### src/rtl/falafel_alloc_walker.sv
// -----------------------------------------------------------------------------
// falafel_alloc_walker
//   First-fit allocator engine sitting directly upstream of falafel_lsu.
//   Accepts a malloc size, takes the global free-list lock, walks the singly
//   linked free list and unlinks the first block that fits. It returns the
//   payload pointer, or NULL_PTR on failure. Every memory access is one LSU op
//   (ISSUE state, then WAIT state).
//
//   Build option: FALAFEL_SPLIT_EN -- when defined, a fitting block with at
//   least 2*WORD_SIZE bytes to spare is split, and the tail stays on the free
//   list. When undefined, the whole block is taken and its size word is left
//   untouched.
//
//   Ports
//     clk_i, rst_ni          clock, synchronous active-low reset
//     alloc_req_*            size request (val/rdy/size), accepted only in IDLE
//     alloc_rsp_*            result (val/rdy/ptr), ptr held until consumed
//     lsu_req_*              LSU op channel (val/rdy/op/addr/word/lock_id/block)
//     lsu_rsp_*              LSU completion (val/rdy/word/block)
// -----------------------------------------------------------------------------
package falafel_alloc_walker_pkg;
    localparam int DATA_W = 32;
    localparam logic [DATA_W-1:0] WORD_SIZE = 32'd4;
    localparam logic [DATA_W-1:0] NULL_PTR  = 32'd0;

    typedef enum logic [2:0] {
        LSU_OP_NONE        = 3'd0,
        LSU_OP_LOCK        = 3'd1,
        LSU_OP_UNLOCK      = 3'd2,
        LSU_OP_LOAD_WORD   = 3'd3,
        LSU_OP_LOAD_BLOCK  = 3'd4,
        LSU_OP_STORE_WORD  = 3'd5,
        LSU_OP_STORE_BLOCK = 3'd6
    } lsu_op_e;

    typedef struct packed {
        logic [DATA_W-1:0] size;
        logic [DATA_W-1:0] next_ptr;
    } free_block_t;
endpackage

module falafel_alloc_walker
    import falafel_alloc_walker_pkg::*;
#(
    parameter logic [DATA_W-1:0] HEAD_ADDR = 32'h100,
    parameter logic [DATA_W-1:0] LOCK_ADDR = 32'h0,
    parameter logic [DATA_W-1:0] LOCK_ID   = 32'h1,
    parameter logic [DATA_W-1:0] MAX_WALK  = 32'd64
) (
    input  logic              clk_i,
    input  logic              rst_ni,
    input  logic              alloc_req_val_i,
    output logic              alloc_req_rdy_o,
    input  logic [DATA_W-1:0] alloc_req_size_i,
    output logic              alloc_rsp_val_o,
    input  logic              alloc_rsp_rdy_i,
    output logic [DATA_W-1:0] alloc_rsp_ptr_o,
    output logic              lsu_req_val_o,
    input  logic              lsu_req_rdy_i,
    output lsu_op_e           lsu_req_op_o,
    output logic [DATA_W-1:0] lsu_req_addr_o,
    output logic [DATA_W-1:0] lsu_req_word_o,
    output logic [DATA_W-1:0] lsu_req_lock_id_o,
    output free_block_t       lsu_req_block_o,
    input  logic              lsu_rsp_val_i,
    output logic              lsu_rsp_rdy_o,
    input  logic [DATA_W-1:0] lsu_rsp_word_i,
    input  free_block_t       lsu_rsp_block_i
);

    localparam logic [4:0] S_IDLE      = 5'd0;
    localparam logic [4:0] S_LOCK_ISS  = 5'd1;
    localparam logic [4:0] S_LOCK_WAIT = 5'd2;
    localparam logic [4:0] S_HEAD_ISS  = 5'd3;
    localparam logic [4:0] S_HEAD_WAIT = 5'd4;
    localparam logic [4:0] S_CHECK     = 5'd5;
    localparam logic [4:0] S_BLK_ISS   = 5'd6;
    localparam logic [4:0] S_BLK_WAIT  = 5'd7;
    localparam logic [4:0] S_LINK_ISS  = 5'd8;
    localparam logic [4:0] S_LINK_WAIT = 5'd9;
    localparam logic [4:0] S_UNLK_ISS  = 5'd10;
    localparam logic [4:0] S_UNLK_WAIT = 5'd11;
    localparam logic [4:0] S_RESPOND   = 5'd12;
`ifdef FALAFEL_SPLIT_EN
    localparam logic [4:0] S_SPLB_ISS  = 5'd13;
    localparam logic [4:0] S_SPLB_WAIT = 5'd14;
    localparam logic [4:0] S_SPLS_ISS  = 5'd15;
    localparam logic [4:0] S_SPLS_WAIT = 5'd16;
`endif

    logic [4:0]        state_q, state_d;
    logic [DATA_W-1:0] need_q, need_d;     // rounded payload + header bytes
    logic [DATA_W-1:0] cur_q, cur_d;       // block under inspection
    logic [DATA_W-1:0] link_q, link_d;     // word that points at cur
    logic [DATA_W-1:0] walk_q, walk_d;     // blocks inspected so far
    logic [DATA_W-1:0] next_q, next_d;     // value to store through link
    logic [DATA_W-1:0] result_q, result_d;
`ifdef FALAFEL_SPLIT_EN
    logic [DATA_W-1:0] blk_size_q, blk_size_d;
`endif

    assign lsu_req_lock_id_o = LOCK_ID;

    always_comb begin
        state_d  = state_q;
        need_d   = need_q;
        cur_d    = cur_q;
        link_d   = link_q;
        walk_d   = walk_q;
        next_d   = next_q;
        result_d = result_q;
`ifdef FALAFEL_SPLIT_EN
        blk_size_d = blk_size_q;
`endif
        alloc_req_rdy_o = 1'b0;
        alloc_rsp_val_o = 1'b0;
        alloc_rsp_ptr_o = '0;
        lsu_req_val_o   = 1'b0;
        lsu_req_op_o    = LSU_OP_NONE;
        lsu_req_addr_o  = '0;
        lsu_req_word_o  = '0;
        lsu_req_block_o = '0;
        lsu_rsp_rdy_o   = 1'b0;

        case (state_q)
            S_IDLE: begin
                alloc_req_rdy_o = 1'b1;
                if (alloc_req_val_i) begin
                    need_d   = ((alloc_req_size_i + WORD_SIZE - 32'd1) & ~(WORD_SIZE - 32'd1))
                               + WORD_SIZE;
                    result_d = NULL_PTR;
                    // A zero-byte request never touches memory.
                    state_d  = (alloc_req_size_i == '0) ? S_RESPOND : S_LOCK_ISS;
                end
            end
            S_LOCK_ISS: begin
                lsu_req_val_o  = 1'b1;
                lsu_req_op_o   = LSU_OP_LOCK;
                lsu_req_addr_o = LOCK_ADDR;
                if (lsu_req_rdy_i) state_d = S_LOCK_WAIT;
            end
            S_LOCK_WAIT: begin
                lsu_rsp_rdy_o = 1'b1;
                if (lsu_rsp_val_i) state_d = S_HEAD_ISS;
            end
            S_HEAD_ISS: begin
                lsu_req_val_o  = 1'b1;
                lsu_req_op_o   = LSU_OP_LOAD_WORD;
                lsu_req_addr_o = HEAD_ADDR;
                if (lsu_req_rdy_i) state_d = S_HEAD_WAIT;
            end
            S_HEAD_WAIT: begin
                lsu_rsp_rdy_o = 1'b1;
                if (lsu_rsp_val_i) begin
                    cur_d   = lsu_rsp_word_i;
                    link_d  = HEAD_ADDR;
                    walk_d  = '0;
                    state_d = S_CHECK;
                end
            end
            S_CHECK: begin
                if (cur_q == NULL_PTR || walk_q == MAX_WALK) begin
                    result_d = NULL_PTR;
                    state_d  = S_UNLK_ISS;
                end else begin
                    walk_d  = walk_q + 32'd1;
                    state_d = S_BLK_ISS;
                end
            end
            S_BLK_ISS: begin
                lsu_req_val_o  = 1'b1;
                lsu_req_op_o   = LSU_OP_LOAD_BLOCK;
                lsu_req_addr_o = cur_q;
                if (lsu_req_rdy_i) state_d = S_BLK_WAIT;
            end
            S_BLK_WAIT: begin
                lsu_rsp_rdy_o = 1'b1;
                if (lsu_rsp_val_i) begin
                    if (lsu_rsp_block_i.size >= need_q) begin
                        next_d   = lsu_rsp_block_i.next_ptr;
                        result_d = cur_q + WORD_SIZE;
`ifdef FALAFEL_SPLIT_EN
                        blk_size_d = lsu_rsp_block_i.size;
                        state_d    = (lsu_rsp_block_i.size - need_q >= (WORD_SIZE << 1))
                                     ? S_SPLB_ISS : S_LINK_ISS;
`else
                        state_d  = S_LINK_ISS;
`endif
                    end else begin
                        // next_ptr lives one word into the block we just skipped.
                        link_d  = cur_q + WORD_SIZE;
                        cur_d   = lsu_rsp_block_i.next_ptr;
                        state_d = S_CHECK;
                    end
                end
            end
`ifdef FALAFEL_SPLIT_EN
            S_SPLB_ISS: begin
                lsu_req_val_o            = 1'b1;
                lsu_req_op_o             = LSU_OP_STORE_BLOCK;
                lsu_req_addr_o           = cur_q + need_q;
                lsu_req_block_o.size     = blk_size_q - need_q;
                lsu_req_block_o.next_ptr = next_q;
                if (lsu_req_rdy_i) state_d = S_SPLB_WAIT;
            end
            S_SPLB_WAIT: begin
                lsu_rsp_rdy_o = 1'b1;
                if (lsu_rsp_val_i) state_d = S_SPLS_ISS;
            end
            S_SPLS_ISS: begin
                lsu_req_val_o  = 1'b1;
                lsu_req_op_o   = LSU_OP_STORE_WORD;
                lsu_req_addr_o = cur_q;
                lsu_req_word_o = need_q;
                if (lsu_req_rdy_i) state_d = S_SPLS_WAIT;
            end
            S_SPLS_WAIT: begin
                lsu_rsp_rdy_o = 1'b1;
                if (lsu_rsp_val_i) begin
                    // The link now points at the remainder instead of the old successor.
                    next_d  = cur_q + need_q;
                    state_d = S_LINK_ISS;
                end
            end
`endif
            S_LINK_ISS: begin
                lsu_req_val_o  = 1'b1;
                lsu_req_op_o   = LSU_OP_STORE_WORD;
                lsu_req_addr_o = link_q;
                lsu_req_word_o = next_q;
                if (lsu_req_rdy_i) state_d = S_LINK_WAIT;
            end
            S_LINK_WAIT: begin
                lsu_rsp_rdy_o = 1'b1;
                if (lsu_rsp_val_i) state_d = S_UNLK_ISS;
            end
            S_UNLK_ISS: begin
                lsu_req_val_o  = 1'b1;
                lsu_req_op_o   = LSU_OP_UNLOCK;
                lsu_req_addr_o = LOCK_ADDR;
                if (lsu_req_rdy_i) state_d = S_UNLK_WAIT;
            end
            S_UNLK_WAIT: begin
                lsu_rsp_rdy_o = 1'b1;
                if (lsu_rsp_val_i) state_d = S_RESPOND;
            end
            S_RESPOND: begin
                alloc_rsp_val_o = 1'b1;
                alloc_rsp_ptr_o = result_q;
                if (alloc_rsp_rdy_i) state_d = S_IDLE;
            end
            default: state_d = S_IDLE;
        endcase
    end

    always_ff @(posedge clk_i) begin
        if (!rst_ni) begin
            state_q  <= S_IDLE;
            need_q   <= '0;
            cur_q    <= NULL_PTR;
            link_q   <= NULL_PTR;
            walk_q   <= '0;
            next_q   <= NULL_PTR;
            result_q <= NULL_PTR;
`ifdef FALAFEL_SPLIT_EN
            blk_size_q <= '0;
`endif
        end else begin
            state_q  <= state_d;
            need_q   <= need_d;
            cur_q    <= cur_d;
            link_q   <= link_d;
            walk_q   <= walk_d;
            next_q   <= next_d;
            result_q <= result_d;
`ifdef FALAFEL_SPLIT_EN
            blk_size_q <= blk_size_d;
`endif
        end
    end

endmodule

### config.mk
export PLATFORM = sky130hd
export DESIGN_NAME = falafel_alloc_walker
export DESIGN_NICKNAME = d
export VERILOG_FILES = /design/src/rtl/falafel_alloc_walker.sv
export SDC_FILE = /design/constraint.sdc
export NUM_CORES = 1
export LEC_CHECK = 0
export ABC_AREA = 1
export CAP_MARGIN = 5
export CORE_MARGIN = 3
export CORE_UTILIZATION = 55
export CTS_CLUSTER_SIZE = 10
export DETAILED_ROUTE_END_ITERATION = 10
export DONT_BUFFER_PORTS = 1
export PLACE_DENSITY = 0.78
export SKIP_CTS_REPAIR_TIMING = 1
export SYNTH_ARGS = -nofsm -noshare
export SYNTH_HDL_FRONTEND = slang
export SYNTH_SLANG_ARGS = --single-unit
export TNS_END_PERCENT = 5
### constraint.sdc
create_clock -name clk_i -period 2 [get_ports clk_i]
set_input_delay 0.2 -clock clk_i [delete_from_list [all_inputs] [get_ports clk_i]]
set_output_delay 0.2 -clock clk_i [all_outputs]
set_load 0.005 [all_outputs]
Yosys cells after proc, flatten, opt, wreduce, memory -nomap -nowiden
Index checks and enable logic that the tools add are counted.
- output and inout port bits: 199
- input port bits: 134
- bits in registers: 197
- logic and storage cells: 97
- multiplexer cells: 40
- $add $sub $neg: 5
- reduce and logical (&&, ||, !) cells: 15
- equal/unequal tests: 29
- order comparisons: 1
- operator list (cell ; count):
    32-bit 2-to-1 mux ; 14
    32-bit one-hot mux with 2 select lines ; 3
    32-bit one-hot mux with 3 select lines ; 2
    32-bit by 3-bit adder with 32-bit output (second input constant) ; 3
    5-bit one-hot mux with 13 select lines ; 1
    32-bit logical NOT ; 2
    5-bit 2-to-1 mux ; 12
    32-bit by 1-bit adder with 32-bit output (second input constant) ; 1
    32-bit by 7-bit equality test with 1-bit output (second input constant) ; 1
    32-bit >= comparator ; 1
    2-bit inequality test (second input constant) ; 16
    32-bit by 1-bit subtractor with 32-bit output (second input constant) ; 1
    5-bit by 4-bit equality test with 1-bit output (second input constant) ; 5
    5-bit by 3-bit equality test with 1-bit output (second input constant) ; 4
    3-bit one-hot mux with 5 select lines ; 1
    4-bit 2-to-1 mux ; 3
    12-bit AND reduction ; 1
    5-bit by 2-bit equality test with 1-bit output (second input constant) ; 2
    5-bit OR reduction ; 2
    3-bit AND reduction ; 2
    5-bit by 1-bit equality test with 1-bit output (second input constant) ; 1
    5-bit logical NOT ; 1
    5-bit AND reduction ; 1
    1-bit 2-to-1 mux ; 4
    other kinds (5) ; 6

Longest topological paths before layout
Gate-level depths: netlist of run 1.
- depth after elaboration: 4
- mapped depth: 19

Worst setup path before layout of run 1
No wires, ideal clock.
- path type: flip-flop to flip-flop
- from: register need_q[31]
- to: register next_q[14]
- buffers on the path: 2
- setup time: 0.128 ns
- data required time: 1.872 ns
- slack: -0.037 ns
- arrival time: 1.908 ns
- cell stages (with the launch flop): 13
- path through: dfxtp_1 > inv_1 > ha_1 > nand2_1 > nor4_1 > and3_1 > nand2_1 > nand2_1 > nand3_1 > buf_2 > clkbuf_1 > o21ai_0 > a21oi_1
- longest elaborated chain between the ends: 2
- ends and longest elaborated chain (item ; RTL line ; source):
    start: declaration ; 92 ; logic [DATA_W-1:0] need_q, need_d;
    start signal: assignment ; 270 ; need_q <= need_d;
    32-bit >= comparator ; 179 ; if (lsu_rsp_block_i.size >= need_q) begin
    3-bit AND reduction (no source line) ; n/a ;
    end signal: assignment ; 274 ; next_q <= next_d;
    end: declaration ; 96 ; logic [DATA_W-1:0] next_q, next_d;
No other way between the ends.
A chain may end at the register's enable or synchronous reset.

Worst setup path in the final report of run 1
- from: register need_q[9]
- to: register cur_q[20]
- longest elaborated chain between the ends: 3
- ends and longest elaborated chain (item ; RTL line ; source):
    32-bit >= comparator ; 179 ;
    2-bit inequality test (no source line) ; n/a ;
    4-bit AND reduction (no source line) ; n/a ;
    end signal: assignment ; 271 ; cur_q <= cur_d;
    end: declaration ; 93 ; logic [DATA_W-1:0] cur_q, cur_d;
No other way between the ends.

==> results by group, run 1 <==
Route
  • WL met2: ~20 mm
  • Met3 Routed Length: 5.11 mm
  • Metal-1 WL: about 19 mm
  • DR DRC count: 0
  • Top sig layer: met4
  • DR vias/cell: 5.46
  • DR vias: 15,002
  • 1st-pass router iterations: 7
  • Antenna-violating nets left: 0
  • 1st-iter DRT viols: 1,626
  • Post-DR wirelength/cell: between 15 and 20 um
  • WL final: 45.9 mm

Synthesis
  • Yosys top cell by area: dfxtp_1
  • Synthesized area: 13,600 um2
  • Synth Area per Inst: 6.16 um2
  • Post-synth top area share: between 20% and 30%
  • Count leader, synth: nand2_1
  • Top FF cell, synth: dfxtp_1
  • Synth async-reset ratio: 0%
  • Post-synth EDFFs: 0
  • Synth Instances: between 2,000 and 2,500
  • Synth warn: 0
  • Library cells used by synthesis: 46
  • Sequential area share after synthesis: 28.5%
  • Top cells by count, synth: nand2_1 (460), nor2_1 (383), inv_1 (260), dfxtp_1 (194), o21ai_0 (168)
  • Top area cells in the synthesized netlist: dfxtp_1 (28%), nand2_1 (13%), nor2_1 (11%), inv_1 (7.2%), o21ai_0 (6.2%)
  • Yosys reg bits: 194

Critical path
  • Crit-path slowest cell: dfxtp_2
  • Reg-to-Reg Start: need_q[9]
  • Crit path from: need_q[9]
  • R2R cell count: 13
  • CP endpoint kind: flip-flop
  • CP cell instances: inv_1, ha_4, a21oi_1, o21ai_0, a21oi_1, nand3_2, nand2_4, nand3_4, o21ai_4, buf_4, buf_6, nor2_1, nor2_1
  • Worst R2R End: cur_q[20]
  • Reg2reg setup slack: -400 ps
  • End of the critical path: cur_q[20]
  • Critical path arrival: 2790 ps
  • CP max FO: 10
  • Critical Setup Path Class: reg -> reg
  • Startpoint types: flip-flop
  • Max incr delay on CP: between 300 and 400 ps
  • Crit path required time: about 2400 ps

Layout
  • Post-route design area: 16,900 um2
  • # nets final: 2,579
  • Area grow syn2layout: 23.6%
  • Final core utilization: ~69%
  • Share of cells above drive strength 1: 19.6%

STA
  • Fin worst setup slack: -396 ps
  • Sum Neg Setup Slack: -35,300 ps
  • Final min period: 2400 ps
  • Fin. max-slew vios: 0
  • RSZ-0062 raised after global routing: true
  • Worst-Margin Slew: approximately 730 ps
  • Final Setup Violations: roughly 150
  • Period utilization: 120%
  • Fin Clk Skew: roughly 18 ps
  • Rel. slew slack: 50.6%
  • Min Hold Slack: -99.4 ps
  • Achievable Freq: 417 MHz
  • Final hold vios: 92

Power
  • Combinational Power Share: 34.0%
  • Peak supply drop: 0.609 mV
  • Switch Pwr: 0.00475 W
  • Leakage power: around 7.3 nW
  • Clk network pwr share: about 29%
  • Power, Total: 0.0127 W
  • Net Sw Frac: around 37%
  • Power per standard cell area: between 700 and 800 nW/um2
  • Cell Int Power: roughly 0.008 W
  • Reg power frac: 36.6%

Placement
  • DP HPWL: 32.4 mm
  • RD Place Congestion: 0.966
  • Area after DPL: 15,200 um2
  • Port Buffers: 0

Global route
  • All-Layer GR Usage: 30.4%
  • Initial antenna violation count: 1
  • Largest net degree at the start of global routing: 140
  • Total gr overflow: 0
  • First-pass GRT wire length: 65.8 mm
  • Vias in the first global route: 13,034

Floorplan
  • IO Count: 333
  • DIE AREA: 26,700 um2
  • # rows: 57
  • Die X-Extent: between 150 and 200 um
  • Initial core utilization: 56.1%
  • Die H: about 160 um
  • Core box area: around 24,000 um2

Clock tree
  • Max clock buf depth: 2
  • TritonCTS clock tree: yes
  • Clk_lat worst skew: between 400 and 500 ps
  • Clock root cell: clkbuf_16
  • Clk sink count: 194
  • Clock H-tree levels: 4
  • Clock transition at path regs: 90 ps
  • CTS Buf Count: 17

Outcome
  • Status: complete, but fails checks
  • Violated checks: negative hold slack, negative setup slack

Flow run
  • Max-cap viol count: 0

Min path
  • Hold Path Class: in -> reg
==> kinds of logic (layout without fill, tap and decap cells) <==
family	after synthesis	in the layout	share of synthesized area (%)
compound gates	334	334	12.8
xor+xnor	39	39	2.50
fa+ha+maj	35	35	3.21
buf+inv	458	570	15.6
flops	194	194	28.5
other cells	2	98	0.0550
simple gates	1155	1155	37.4
==> stage by stage <==
| stage | setup slack (ps) | instances |
|---|---|---|
| finish | -396 | 2749 |
| global route | -496 | 2748 |
| CTS | -525 | 2711 |
| detailed placement | -392 | 2679 |
| global placement | -298 | 2679 |
| floorplan | 1.42 | 2311 |
==> final cells by class <==
type	count	area, um2
multi-input cells	1659	8540
flip-flops and latches	194	3910
diodes	2	5.00
repair buffers	266	2320
clock inverters	15	228
fillers	2071	7460
inverters	272	1020
well taps	324	405
clock buffers	17	425
==> worst min path at each step <==
stage          depth (start not counted)                 from  slack [ps]    endpoint
2_1_floorplan                          2               rst_ni         380   walk_q[3]
5_1_grt                                2               rst_ni        -110  need_q[15]
3_3_place_gp                           2               rst_ni         350   need_q[2]
3_5_place_dp                           2               rst_ni         350  need_q[15]
4_1_cts                                2               rst_ni        -110  need_q[15]
6_report                               2  lsu_rsp_block_i[29]        -100  next_q[29]
==> critical path, delay by kind of cell, from the launching register on <==
family | cells | cell delay, ps
buf+inv | 3 | 460
compound gates | 4 | 720
flops | 1 | 330
fa+ha+maj | 1 | 220
simple gates | 5 | 610
==> routing by layer <==
layer,track usage (%),vias to the layer above
met5,0,-
met4,10.7,0
met3,7.58,150
met2,46.4,874
met1,41.9,6728
li1,-,7250
==> power groups by stage <==
stage | registers, W | logic, W | clock network (W)
after floorplan | 0.00462 | 0.00246 | 0
after global placement | 0.00467 | 0.00350 | 0
after detailed placement | 0.00469 | 0.00363 | 0
after CTS | 0.00461 | 0.00368 | 0.00375
after global routing | 0.00470 | 0.00478 | 0.00391
final | 0.00465 | 0.00433 | 0.00373
==> cell usage in the layout, fill, tap and decap left out, drive strengths merged, types with 35 or more instances in the layout <==
| cell | netlist | routed |
|---|---|---|
| a21oi | 134 | 134 |
| buf | 124 | 237 |
| conb | 2 | 96 |
| dfxtp | 194 | 194 |
| ha | 35 | 35 |
| inv | 269 | 277 |
| nand2 | 483 | 483 |
| nand3 | 141 | 141 |
| nand4 | 41 | 41 |
| nor2 | 411 | 411 |
| nor3 | 46 | 46 |
| o21ai | 178 | 178 |
==> registers in the layout, indices dropped and copies added, names as in the netlist <==
| register | count |
|---|---|
| walk_q | 32 |
| cur_q | 32 |
| need_q | 30 |
| next_q | 32 |
| state_q | 4 |
| result_q | 32 |
| link_q | 32 |
Note: power is estimated with default switching activity, not from simulation.
==> run 2: changes to the inputs <==
ABC_AREA = unset   (was 1)
CAP_MARGIN = unset   (was 5)
SETUP_SLACK_MARGIN = 0.4   (was unset)
==> results by group, run 2 <==
Global route
  • Vias in the first global route: 10,122 (was 13,034)
  • First-pass GRT wire length: 53.8 mm (was 65.8 mm)
  • Largest net degree at the start of global routing: 97 (was 140)
  • Total gr overflow: 0 (unchanged)
  • All-Layer GR Usage: 27.8% (was 30.4%)
  • Initial antenna violation count: 1 (unchanged)

Placement
  • DP HPWL: 25.9 mm (was 32.4 mm)
  • Port Buffers: 0 (unchanged)
  • Area after DPL: 13,200 um2 (was 15,200 um2)
  • Dpl ws: -814 ps (was -392 ps)
  • RD Place Congestion: 0.941 (was 0.966)
  • Placed cell count: 1,818 (was 2,679)

STA
  • Achievable Freq: 365 MHz (was 417 MHz)
  • RSZ-0062 raised after global routing: true (unchanged)
  • Fin worst setup slack: -736 ps (was -396 ps)
  • Sum Neg Setup Slack: -105,020 ps (was -35,300 ps)
  • Fin. max-slew vios: 0 (unchanged)
  • Final min period: 2740 ps (was 2400 ps)
  • Rel. slew slack: 46.3% (was 50.6%)
  • Final Setup Violations: 262 (was 147)
  • Final hold vios: 1 (was 92)
  • Worst-Margin Slew: 804 ps (was 733 ps)
  • Period utilization: 137% (was 120%)
  • Min Hold Slack: -7.02 ps (was -99.4 ps)
  • Fin Clk Skew: 13.6 ps (was 17.9 ps)

Layout
  • Area of the multi-input gates: 7660 um2 (was 8540 um2)
  • FF/Latch Area: 3890 um2 (was 3910 um2)
  • Area grow syn2layout: 27.5% (was 23.6%)
  • Share of cells above drive strength 1: 20.0% (was 19.6%)
  • Commonest non-fill, non-tap cell in the layout: dfxtp_1 (was nand2_1)
  • Final core utilization: 71.8% (was 69.3%)
  • # nets final: 1,822 (was 2,579)
  • Post-route design area: 15,200 um2 (was 16,900 um2)
  • Most frequent cells in the layout: dfxtp_1 (190), buf_4 (181), nand2_1 (141) (was nand2_1 (445), nor2_1 (357), inv_1 (252))
  • Non-Filler Instances: 1,942 (was 2,749)
  • Fillers: 1,521 (was 2,071)

Synthesis
  • Synth Area per Inst: 8.21 um2 (was 6.16 um2)
  • Top FF cell, synth: dfxtp_1 (unchanged)
  • Library cells used by synthesis: 78 (was 46)
  • Top area cells in the synthesized netlist: dfxtp_1 (32%), buf_4 (6.0%), mux2i_1 (5.8%), a22o_1 (4.5%), nand2_1 (4.4%) (was dfxtp_1 (28%), nand2_1 (13%), nor2_1 (11%), inv_1 (7.2%), o21ai_0 (6.2%))
  • Synth async-reset ratio: 0% (unchanged)
  • Top cells by count, synth: dfxtp_1 (194), nand2_1 (141), nor2_1 (100), buf_4 (96), clkbuf_1 (90) (was nand2_1 (460), nor2_1 (383), inv_1 (260), dfxtp_1 (194), o21ai_0 (168))
  • Count leader, synth: dfxtp_1 (was nand2_1)
  • Synthesized area: 12,000 um2 (was 13,600 um2)
  • Post-synth top area share: 32.5% (was 28.5%)
  • Synth warn: 0 (unchanged)
  • Yosys reg bits: 194 (unchanged)
  • Yosys top cell by area: dfxtp_1 (unchanged)
  • Post-synth EDFFs: 0 (unchanged)
  • Sequential area share after synthesis: 32.5% (was 28.5%)
  • Synth Instances: 1,455 (was 2,217)

Route
  • DR DRC count: 0 (unchanged)
  • DR vias/cell: 6.12 (was 5.46)
  • DR vias: 11,887 (was 15,002)
  • 1st-pass router iterations: 6 (was 7)
  • 1st-iter DRT viols: 1,334 (was 1,626)
  • WL final: 40.6 mm (was 45.9 mm)
  • Post-DR wirelength/cell: 20.9 um (was 16.7 um)
  • Antenna-violating nets left: 0 (unchanged)

Min path
  • Hold Crit Endpoint: cur_q[30] (was next_q[29])
  • WHS Path Cells: 2 (unchanged)
  • Hold Startpoint: lsu_rsp_block_i[30] (was lsu_rsp_block_i[29])
  • Hold Path Class: in -> reg (unchanged)

Power
  • Power per standard cell area: 802 nW/um2 (was 754 nW/um2)
  • Leakage power: 6.11 nW (was 7.31 nW)
  • Peak supply drop: 0.683 mV (was 0.609 mV)

Clock tree
  • CTS Buf Count: 17 (unchanged)
  • TritonCTS clock tree: yes (unchanged)
  • Max clock buf depth: 2 (unchanged)
  • Clk sink count: 194 (unchanged)
  • Clk_lat worst skew: 440 ps (was 460 ps)
  • Clock transition at path regs: 80 ps (was 90 ps)
  • Clock root cell: clkbuf_16 (unchanged)
  • Clock H-tree levels: 4 (unchanged)

Critical path
  • CP max FO: 32 (was 10)
  • CP endpoint kind: flip-flop (unchanged)
  • R2R cell count: 11 (was 13)
  • Max incr delay on CP: 370 ps (was 330 ps)
  • Reg2reg setup slack: -740 ps (was -400 ps)
  • Critical path arrival: 3060 ps (was 2790 ps)
  • Worst R2R End: next_q[6] (was cur_q[20])
  • CP cell instances: inv_1, ha_2, nor4b_4, nand4_1, buf_4, o22ai_2, nor3_1, or3_4, nor3_4, buf_12, mux2i_1 (was inv_1, ha_4, a21oi_1, o21ai_0, a21oi_1, nand3_2, nand2_4, nand3_4, o21ai_4, buf_4, buf_6, nor2_1, nor2_1)
  • Crit path required time: 2330 ps (was 2390 ps)
  • Startpoint types: flip-flop (unchanged)
  • Crit-path slowest cell: or3_4 (was dfxtp_2)
  • Reg-to-Reg Start: cur_q[2] (was need_q[9])
  • Critical Setup Path Class: reg -> reg (unchanged)
  • Top Family by Delay on Critical Path: simple AND/OR/NAND/NOR gates (was compound AO/OA/AOI/OAI gates)
  • Bufs and invs on worst path: 3 (unchanged)

Floorplan
  • Die X-Extent: 153 um (was 164 um)
  • # rows: 53 (was 57)
  • Initial core utilization: 56.3% (was 56.1%)
  • Die H: 153 um (was 164 um)
  • Core box area: 21,200 um2 (was 24,300 um2)
  • DIE AREA: 23,500 um2 (was 26,700 um2)
  • IO Count: 333 (unchanged)

Outcome
  • Status: complete, but fails checks (unchanged)
  • Violated checks: negative hold slack, negative setup slack (unchanged)

Flow run
  • Max-cap viol count: 0 (unchanged)
-- run 2: cell types whose count changed after synthesis, moves of 69 or more --
cell,previous run,this run
mux2i_1,0,69
a21oi_1,132,54
inv_1,260,43
nand2_1,460,141
o21ai_0,168,41
nor2_1,383,100
and2_1,3,72
-- run 2: where the power goes --
group	internal (W)	leakage (nW)	switching, W
clock network	0.00184	0.296	0.00173
registers	0.00415	1.57	0.000197
logic	0.00196	4.25	0.00234
-- run 2: cell families (layout without fill, tap and decap cells) --
kind of cell,count (synthesis),in the layout,share of synthesized area [%]
simple gates,545,545,23.6
compound gates,285,287,17.6
buf+inv,244,359,10.8
flops,194,194,32.5
xor+xnor,78,78,5.72
mux,72,72,6.06
fa+ha+maj,35,35,3.66
other cells,2,97,0.0628
-- run 2: how the worst max path moves through the flow --
stage               startpoint     endpoint  slack (ps)  cells after the start
finish                cur_q[2]    next_q[6]        -740                     11
global route        need_q[25]    cur_q[18]        -830                     12
CTS                  need_q[2]    cur_q[31]        -820                      9
detailed placement   need_q[2]    cur_q[18]        -810                      9
global placement     need_q[3]    cur_q[18]        -750                     10
floorplan            need_q[2]  result_q[2]        -440                      9
-- run 2: through the flow --
step / hold slack [ps] / power (W)
3_5_place_dp: 349 / 0.00808
3_3_place_gp: 341 / 0.00797
2_1_floorplan: 342 / 0.00671
4_1_cts: -114 / 0.0116
5_1_grt: -4.85 / 0.0128
6_report: -7.02 / 0.0122
-- run 2: final cells by class --
class | instances | area share, %
multi-input combinational | 1113 | 50.3
sequential | 194 | 25.5
timing repair buffer | 283 | 16.8
clock buffer | 18 | 2.88
tap | 275 | 2.26
clock inverter | 14 | 1.21
inverter | 44 | 1.08
antenna | 1 | 0.0164
-- run 2: per-layer routing --
metal / track usage (%) / vias to the layer above / routed length (um)
li1: - / 5385 / -
met1: 35.2 / 5602 / 14900
met2: 46.3 / 741 / 19300
met3: 7.22 / 159 / 4270
met4: 9.42 / 0 / 2060
met5: 0 / - / 0
